<file path="src/rtl/weight_fetch_arbiter.sv">
// weight_fetch_arbiter
//   Shares one memory read channel between the RDN and DNN weight loaders.
//   Each granted request fetches one 512-bit line. The line is split into
//   eight 64-bit words and delivered to the granted loader with a one-cycle
//   valid pulse. When both loaders contend, grants go round-robin.
//
// Ports
//   clk, rst_n                          clock, async active-low reset
//   begin_rdn_load / begin_dnn_load     arm loader, capture base pointer
//   rdn_base_addr / dnn_base_addr       base pointer for the begin pulse
//   rdnReqWeightMem / dnnReqWeightMem   loader wants its next line (level)
//   doneWeightRdn / doneWeightDnn       loader finished, disarm (pulse)
//   buffer_addr_valid                   memory accepted the read address
//   data_valid, read_data               returned 512-bit line
//   address, read_request_valid         registered read request
//   rdn_weights / dnn_weights           registered weight words [7:0][63:0]
//   rdn_weights_vld / dnn_weights_vld   one-cycle delivery pulse
//   rdn_busy / dnn_busy                 loader armed
module weight_fetch_arbiter #(
  parameter int unsigned LINE_BYTES = 64
) (
  input  logic             clk,
  input  logic             rst_n,
  input  logic             begin_rdn_load,
  input  logic             begin_dnn_load,
  input  logic [31:0]      rdn_base_addr,
  input  logic [31:0]      dnn_base_addr,
  input  logic             rdnReqWeightMem,
  input  logic             dnnReqWeightMem,
  input  logic             doneWeightRdn,
  input  logic             doneWeightDnn,
  input  logic             buffer_addr_valid,
  input  logic             data_valid,
  input  logic [511:0]     read_data,
  output logic [31:0]      address,
  output logic             read_request_valid,
  output logic [7:0][63:0] rdn_weights,
  output logic [7:0][63:0] dnn_weights,
  output logic             rdn_weights_vld,
  output logic             dnn_weights_vld,
  output logic             rdn_busy,
  output logic             dnn_busy
);

  localparam int unsigned ADDR_W  = 32;
  localparam int unsigned WORD_W  = 64;
  localparam int unsigned N_WORDS = 8;

  typedef enum logic [1:0] {
    S_IDLE,
    S_ISSUE,
    S_WAIT_DATA,
    S_DELIVER
  } state_t;

  // Loader encoding for owner / last_grant
  localparam logic SEL_RDN = 1'b0;
  localparam logic SEL_DNN = 1'b1;

  state_t                           state_q, state_nxt;
  logic                             last_grant_q, last_grant_nxt;
  logic                             owner_q, owner_nxt;
  logic                             abort_q, abort_nxt;
  logic                             rdn_armed_q, rdn_armed_nxt;
  logic                             dnn_armed_q, dnn_armed_nxt;
  logic [ADDR_W-1:0]                rdn_ptr_q, rdn_ptr_nxt;
  logic [ADDR_W-1:0]                dnn_ptr_q, dnn_ptr_nxt;
  logic [ADDR_W-1:0]                address_q, address_nxt;
  logic                             rrv_q, rrv_nxt;
  logic [N_WORDS-1:0][WORD_W-1:0]   rdn_w_q, rdn_w_nxt;
  logic [N_WORDS-1:0][WORD_W-1:0]   dnn_w_q, dnn_w_nxt;
  logic                             rdn_vld_q, rdn_vld_nxt;
  logic                             dnn_vld_q, dnn_vld_nxt;

  logic rdn_elig, dnn_elig;
  logic rdn_event, dnn_event, owner_event;
  logic pick;

  // Eligibility and abort-triggering events
  always_comb begin
    rdn_elig    = rdnReqWeightMem & rdn_armed_q & ~doneWeightRdn;
    dnn_elig    = dnnReqWeightMem & dnn_armed_q & ~doneWeightDnn;
    rdn_event   = begin_rdn_load | doneWeightRdn;
    dnn_event   = begin_dnn_load | doneWeightDnn;
    owner_event = (owner_q == SEL_DNN) ? dnn_event : rdn_event;
  end

  // Next-state and next-output logic
  always_comb begin
    state_nxt      = state_q;
    last_grant_nxt = last_grant_q;
    owner_nxt      = owner_q;
    abort_nxt      = abort_q;
    rdn_armed_nxt  = rdn_armed_q;
    dnn_armed_nxt  = dnn_armed_q;
    rdn_ptr_nxt    = rdn_ptr_q;
    dnn_ptr_nxt    = dnn_ptr_q;
    address_nxt    = address_q;
    rrv_nxt        = rrv_q;
    rdn_w_nxt      = rdn_w_q;
    dnn_w_nxt      = dnn_w_q;
    rdn_vld_nxt    = 1'b0;
    dnn_vld_nxt    = 1'b0;
    pick           = SEL_RDN;

    // Begin has priority over done for the same loader
    if (begin_rdn_load) begin
      rdn_armed_nxt = 1'b1;
      rdn_ptr_nxt   = rdn_base_addr;
    end else if (doneWeightRdn) begin
      rdn_armed_nxt = 1'b0;
    end
    if (begin_dnn_load) begin
      dnn_armed_nxt = 1'b1;
      dnn_ptr_nxt   = dnn_base_addr;
    end else if (doneWeightDnn) begin
      dnn_armed_nxt = 1'b0;
    end

    unique case (state_q)
      S_IDLE: begin
        if (rdn_elig || dnn_elig) begin
          // Tie goes to the loader that was not granted last
          pick           = (rdn_elig && dnn_elig) ? ~last_grant_q : dnn_elig;
          owner_nxt      = pick;
          last_grant_nxt = pick;
          abort_nxt      = 1'b0;
          rrv_nxt        = 1'b1;
          address_nxt    = (pick == SEL_DNN) ? dnn_ptr_nxt : rdn_ptr_nxt;
          state_nxt      = S_ISSUE;
        end
      end

      S_ISSUE: begin
        if (owner_event) abort_nxt = 1'b1;
        if (buffer_addr_valid) begin
          rrv_nxt   = 1'b0;
          state_nxt = S_WAIT_DATA;
        end
      end

      S_WAIT_DATA: begin
        if (owner_event) abort_nxt = 1'b1;
        if (data_valid) begin
          state_nxt = S_DELIVER;
          // Delivery is decided here so vld lines up with DELIVER
          if (!(abort_q || owner_event)) begin
            if (owner_q == SEL_DNN) begin
              dnn_w_nxt   = read_data;
              dnn_vld_nxt = 1'b1;
            end else begin
              rdn_w_nxt   = read_data;
              rdn_vld_nxt = 1'b1;
            end
          end
        end
      end

      S_DELIVER: begin
        abort_nxt = 1'b0;
        state_nxt = S_IDLE;
        // An event this cycle either reloads the pointer or disarms the loader
        if (!(abort_q || owner_event)) begin
          if (owner_q == SEL_DNN) dnn_ptr_nxt = dnn_ptr_q + ADDR_W'(LINE_BYTES);
          else                    rdn_ptr_nxt = rdn_ptr_q + ADDR_W'(LINE_BYTES);
        end
      end

      default: state_nxt = S_IDLE;
    endcase
  end

  // State and output registers
  always_ff @(posedge clk or negedge rst_n) begin
    if (!rst_n) begin
      state_q      <= S_IDLE;
      last_grant_q <= SEL_DNN;
      owner_q      <= SEL_RDN;
      abort_q      <= 1'b0;
      rdn_armed_q  <= 1'b0;
      dnn_armed_q  <= 1'b0;
      rdn_ptr_q    <= '0;
      dnn_ptr_q    <= '0;
      address_q    <= '0;
      rrv_q        <= 1'b0;
      rdn_w_q      <= '0;
      dnn_w_q      <= '0;
      rdn_vld_q    <= 1'b0;
      dnn_vld_q    <= 1'b0;
    end else begin
      state_q      <= state_nxt;
      last_grant_q <= last_grant_nxt;
      owner_q      <= owner_nxt;
      abort_q      <= abort_nxt;
      rdn_armed_q  <= rdn_armed_nxt;
      dnn_armed_q  <= dnn_armed_nxt;
      rdn_ptr_q    <= rdn_ptr_nxt;
      dnn_ptr_q    <= dnn_ptr_nxt;
      address_q    <= address_nxt;
      rrv_q        <= rrv_nxt;
      rdn_w_q      <= rdn_w_nxt;
      dnn_w_q      <= dnn_w_nxt;
      rdn_vld_q    <= rdn_vld_nxt;
      dnn_vld_q    <= dnn_vld_nxt;
    end
  end

  assign address            = address_q;
  assign read_request_valid = rrv_q;
  assign rdn_weights        = rdn_w_q;
  assign dnn_weights        = dnn_w_q;
  assign rdn_weights_vld    = rdn_vld_q;
  assign dnn_weights_vld    = dnn_vld_q;
  assign rdn_busy           = rdn_armed_q;
  assign dnn_busy           = dnn_armed_q;

endmodule

</file>
<file path="config.mk">
export PLATFORM = sky130hd
export DESIGN_NAME = weight_fetch_arbiter
export DESIGN_NICKNAME = d
export VERILOG_FILES = /design/src/rtl/weight_fetch_arbiter.sv
export SDC_FILE = /design/constraint.sdc
export NUM_CORES = 2
export LEC_CHECK = 0
export CAP_MARGIN = 15
export CORE_AREA = 10 10 626 628
export CTS_CLUSTER_DIAMETER = 150
export DETAILED_ROUTE_END_ITERATION = 8
export DIE_AREA = 0 0 636 638
export GPL_TIMING_DRIVEN = 0
export HOLD_SLACK_MARGIN = 0.12
export PLACE_DENSITY = 0.3
export SLEW_MARGIN = 20
export SYNTH_ARGS = -nofsm -noshare
export SYNTH_HDL_FRONTEND = slang
export SYNTH_SLANG_ARGS = --single-unit
</file>
<file path="constraint.sdc">
create_clock -name clk -period 3.9 [get_ports clk]
set_input_delay 0.975 -clock clk [delete_from_list [all_inputs] [get_ports clk]]
set_output_delay 0.975 -clock clk [all_outputs]
set_load 0.05 [all_outputs]
</file>
==> results.md <==
* Maximum number of pins on one net before global-route repair at 128
* Post-synthesis instance area at 0.0439 mm2
* Number of DRC violations after detailed routing at 0
* Grt ovf at 0
* Source of the worst register-to-register timing path: owner_q
* Top fanout value on the critical path at 10
* Number of buffers added by the clock tree synthesis step at 158
* Area contributors post-synth: sky130_fd_sc_hd__dfrtp_1, sky130_fd_sc_hd__mux2_2, sky130_fd_sc_hd__nand2_1
* Worst Slack Setup Final at 0.225 ns
* Hold Violations, Final at 0
* Reg-to-Reg End: dnn_weights[111]
* CTS clock-pin slew for the worst setup and hold paths at 0.06 ns
* Avg Cell Area, Syn at 11.4 um2
* Average routed wire per standard cell at about 31 um
* Clock network latency to the later pin of the worst-skew pair at 0.85 ns
* Fraction of the yosys area taken by sequential cells at around 64%
* Leak Pwr at about 32 nW
* Ratio of final minimum period to clock period at 94.2%
* Area added between synthesis and finish at 64.8%
* Crit. End Element: flop
* Largest stage delay on the critical path at 0.56 ns
* Cells along the critical path: clkdlybuf4s50_1 -> nor3b_2 -> nand4b_1 -> clkbuf_4 -> inv_4 -> buf_2 -> buf_2 -> nand2_1 -> nand2_1
* WP depth at 9
* Register bit total from synthesis at ~1100
* Setup violations, final at 0
* Setup clock skew after layout at 0.0254 ns
* Vias after detailed routing at around 38000
* Shortest period the worst path allows at 3.67 ns
* Final Max Tran Viols at 0
* FMAX at about 270 MHz
* Startpoint type of the worst setup path: input port
* Outcome: finished, final reports clean
* First drt pass iteration count at 5
* Transition time at the pin with the least slew margin at roughly 1.1 ns
* Max H-tree Level at 4
* Average vias per placed instance at 3.46
* Share of layout cells above drive strength 1 at 16.4%
* Library cell contributing the largest single delay on the critical path: sky130_fd_sc_hd__nor3b_2
* WP data arrival at 4.45 ns
* Post-DRT Antenna Nets at 0
* Setup TNS at 0 ns
* Path type of the worst setup path: in2reg
* Most frequently used cell type in the post-synthesis netlist: sky130_fd_sc_hd__nand2_1
* Required time of the worst setup path at between 4 and 5 ns
* Port-buffer cells at roughly 1600
* Nets at 6252
* IR drop worst, VDD at 0.494 mV
* Global Route Usage Sum at 15.8%
* Total number of clock tree sinks at 1130
* Mapped Cells at 3840
* TritonCTS clock tree: built
* Floorplan Core Area at 0.378 mm2
* Share of synthesized flip-flops with an asynchronous set or reset at 100%
* Number of cells on the worst reg-to-reg path at 8
* # Post-CTS Setup Buffers at 0
* Final wirelength at 336000 um
* Iteration-0 DRC count of the detailed router at around 2400
* End point of the critical path: dnn_weights[111]
* Critical path buffer and inverter count at 5
* Final weighted congestion in routability-driven placement at 0.847
* Family with the most delay on the worst path: buffers and inverters
* First-pass GRT wire length at 429000 um
* Area share of the leading cell type in the synthesized netlist at 64.4%
* Worst relative slew slack at a little over a quarter
* Initial core utilization at a little under an eighth
* Power Dens Cells at 1070 mW/mm2
* Commonest cells in the synthesized netlist: sky130_fd_sc_hd__nand2_1, sky130_fd_sc_hd__dfrtp_1, sky130_fd_sc_hd__mux2_2
* Die Height at between 600 and 700 um
* Reg-to-reg slack, setup at 0.42 ns
* Max Cap Violations at 0
* HPWL after detailed placement at 282000 um
* Via count of the first global-routing pass at roughly 39000
* Unrepaired setup endpoints after global routing: false
* Initial antenna violation count at between 200 and 250
* Largest buffer count on any clock path at 4
* Net count after synthesis at between 4000 and 5000
* Number of flops mapped to enable cells by yosys at 0
* IO Count at 1647
* Root cell of the clock tree: sky130_fd_sc_hd__clkbuf_16
* Setup slack at placement at -1.59 ns
* Setup crit start: doneWeightDnn
* Dominant register cell in the synthesized netlist: sky130_fd_sc_hd__dfrtp_1
* Count of cell types in the netlist at between 40 and 50
* Number of warnings printed during yosys synthesis at 0
* Die Area at 0.406 mm2
* Area leader, netlist: sky130_fd_sc_hd__dfrtp_1
* Number of placement rows at 226
* Worst hold path class: reg2reg
* Die boundary width at between 600 and 700 um
[state kept, by name, summed over array words and instances, names as in the netlist]
signal              cells
dnn_weights           512
rdn_weights           512
address                32
dnn_ptr_q              32
rdn_ptr_q              32
state_q                 2
abort_q                 1
dnn_busy                1
dnn_weights_vld         1
last_grant_q            1
owner_q                 1
rdn_busy                1
rdn_weights_vld         1
read_request_valid      1
[cells in the final DEF, fill, tap and decap left out, drive strengths merged, types with 3 or more instances in the layout]
master / netlist / final
clkdlybuf4s50: 0 / 1642
nand2: 1585 / 1585
dfrtp: 1129 / 1129
mux2: 569 / 569
clkbuf: 83 / 325
buf: 121 / 135
diode: 0 / 55
nor2: 52 / 52
o21ai: 41 / 41
mux2i: 35 / 35
a21oi: 32 / 32
a211oi: 22 / 22
nor3: 20 / 20
clkinv: 0 / 20
and4: 18 / 18
nand4: 16 / 16
inv: 11 / 16
xnor2: 15 / 15
nand3: 11 / 11
and3: 11 / 11
xor2: 9 / 9
bufinv: 0 / 8
nor4: 8 / 8
ha: 7 / 7
a31oi: 6 / 6
and2: 5 / 5
or4: 3 / 3
a21o: 3 / 3
nor3b: 3 / 3
[worst min-delay path by stage]
| stage | depth (start not counted) | startpoint | slack, ns | endpoint |
|---|---|---|---|---|
| after detailed placement | 2 | dnn_weights[26] | 0.46 | dnn_weights[26] |
| after CTS | 2 | dnn_weights[184] | 0.48 | dnn_weights[184] |
| final | 2 | dnn_weights[284] | 0.47 | dnn_weights[284] |
| after global routing | 2 | dnn_weights[505] | 0.49 | dnn_weights[505] |
| after global placement | 2 | dnn_weights[499] | 0.46 | dnn_weights[499] |
| after floorplan | 1 | dnn_ptr_q[5] | 0.47 | dnn_ptr_q[5] |
[report_power, final]
part	leakage (nW)	internal, mW	switching [mW]
clock network	2.53	8.77	6.10
registers	14.9	17.3	3.60
logic	14.9	12.6	29.3
[kinds of logic after synthesis]
kind of cell / share of synthesized area, %
DFF: 64.5
AOI/OAI and AO/OA: 1.63
xor gates and xnor gates: 0.479
buffers and inverters: 2.17
and+or+nand+nor: 15.6
muxes: 15.4
adders and majority gates: 0.200
[worst register-to-register path, stage by stage (launching register included)]
cell and delay [ns]:
sky130_fd_sc_hd__dfrtp_1 0.42, sky130_fd_sc_hd__nor3b_2 0.57, sky130_fd_sc_hd__nand4b_1 0.18, sky130_fd_sc_hd__clkbuf_4 0.44, sky130_fd_sc_hd__inv_4 0.55, sky130_fd_sc_hd__buf_2 0.42
sky130_fd_sc_hd__buf_2 0.52, sky130_fd_sc_hd__nand2_1 0.24, sky130_fd_sc_hd__nand2_1 0.09
[stage by stage]
step | power, mW | utilization (%) | instances | hold WS (ns) | area, um2
floorplan | 44.3 | - | 3840 | 0.472 | 43900
global placement | 63.6 | 17.6 | 10500 | 0.461 | 66600
detailed placement | 63.5 | 17.7 | 10500 | 0.462 | 66900
CTS | 79.1 | 19.1 | 10800 | 0.476 | 72100
global route | 81.0 | 19.1 | 10800 | 0.491 | 72200
finish | 77.6 | 19.1 | 10800 | 0.471 | 72300
[final cells by class]
class / count / area, um2
Fill cell: 41700 / 306000
Sequential cell: 1130 / 28300
Timing Repair Buffer: 1659 / 16900
Multi-Input combinational cell: 2495 / 14600
Tap cell: 5016 / 6280
Clock buffer: 240 / 4660
Buffer: 204 / 928
Clock inverter: 34 / 495
Antenna cell: 55 / 138
Inverter: 11 / 43.8
[routing by layer]
| layer | routed length (um) | vias to the layer above | global-route usage (%) |
|---|---|---|---|
| li1 | - | 16300 | - |
| met1 | 118000 | 19000 | 16.2 |
| met2 | 175000 | 1564 | 29.6 |
| met3 | 33100 | 607 | 7.13 |
| met4 | 9050 | 78 | 3.27 |
| met5 | 514 | - | 0 |
[repair_timing]
action / in CTS / in global routing
setup endpoints to repair: 637 / 87
hold endpoints to repair: 59 / 0
gates resized for setup: 5 / 0
cloned: 0 / 2
hold buffers: 1 / 0
pin swaps: 0 / 0
No activity file was read; power rests on OpenSTA's default activity.
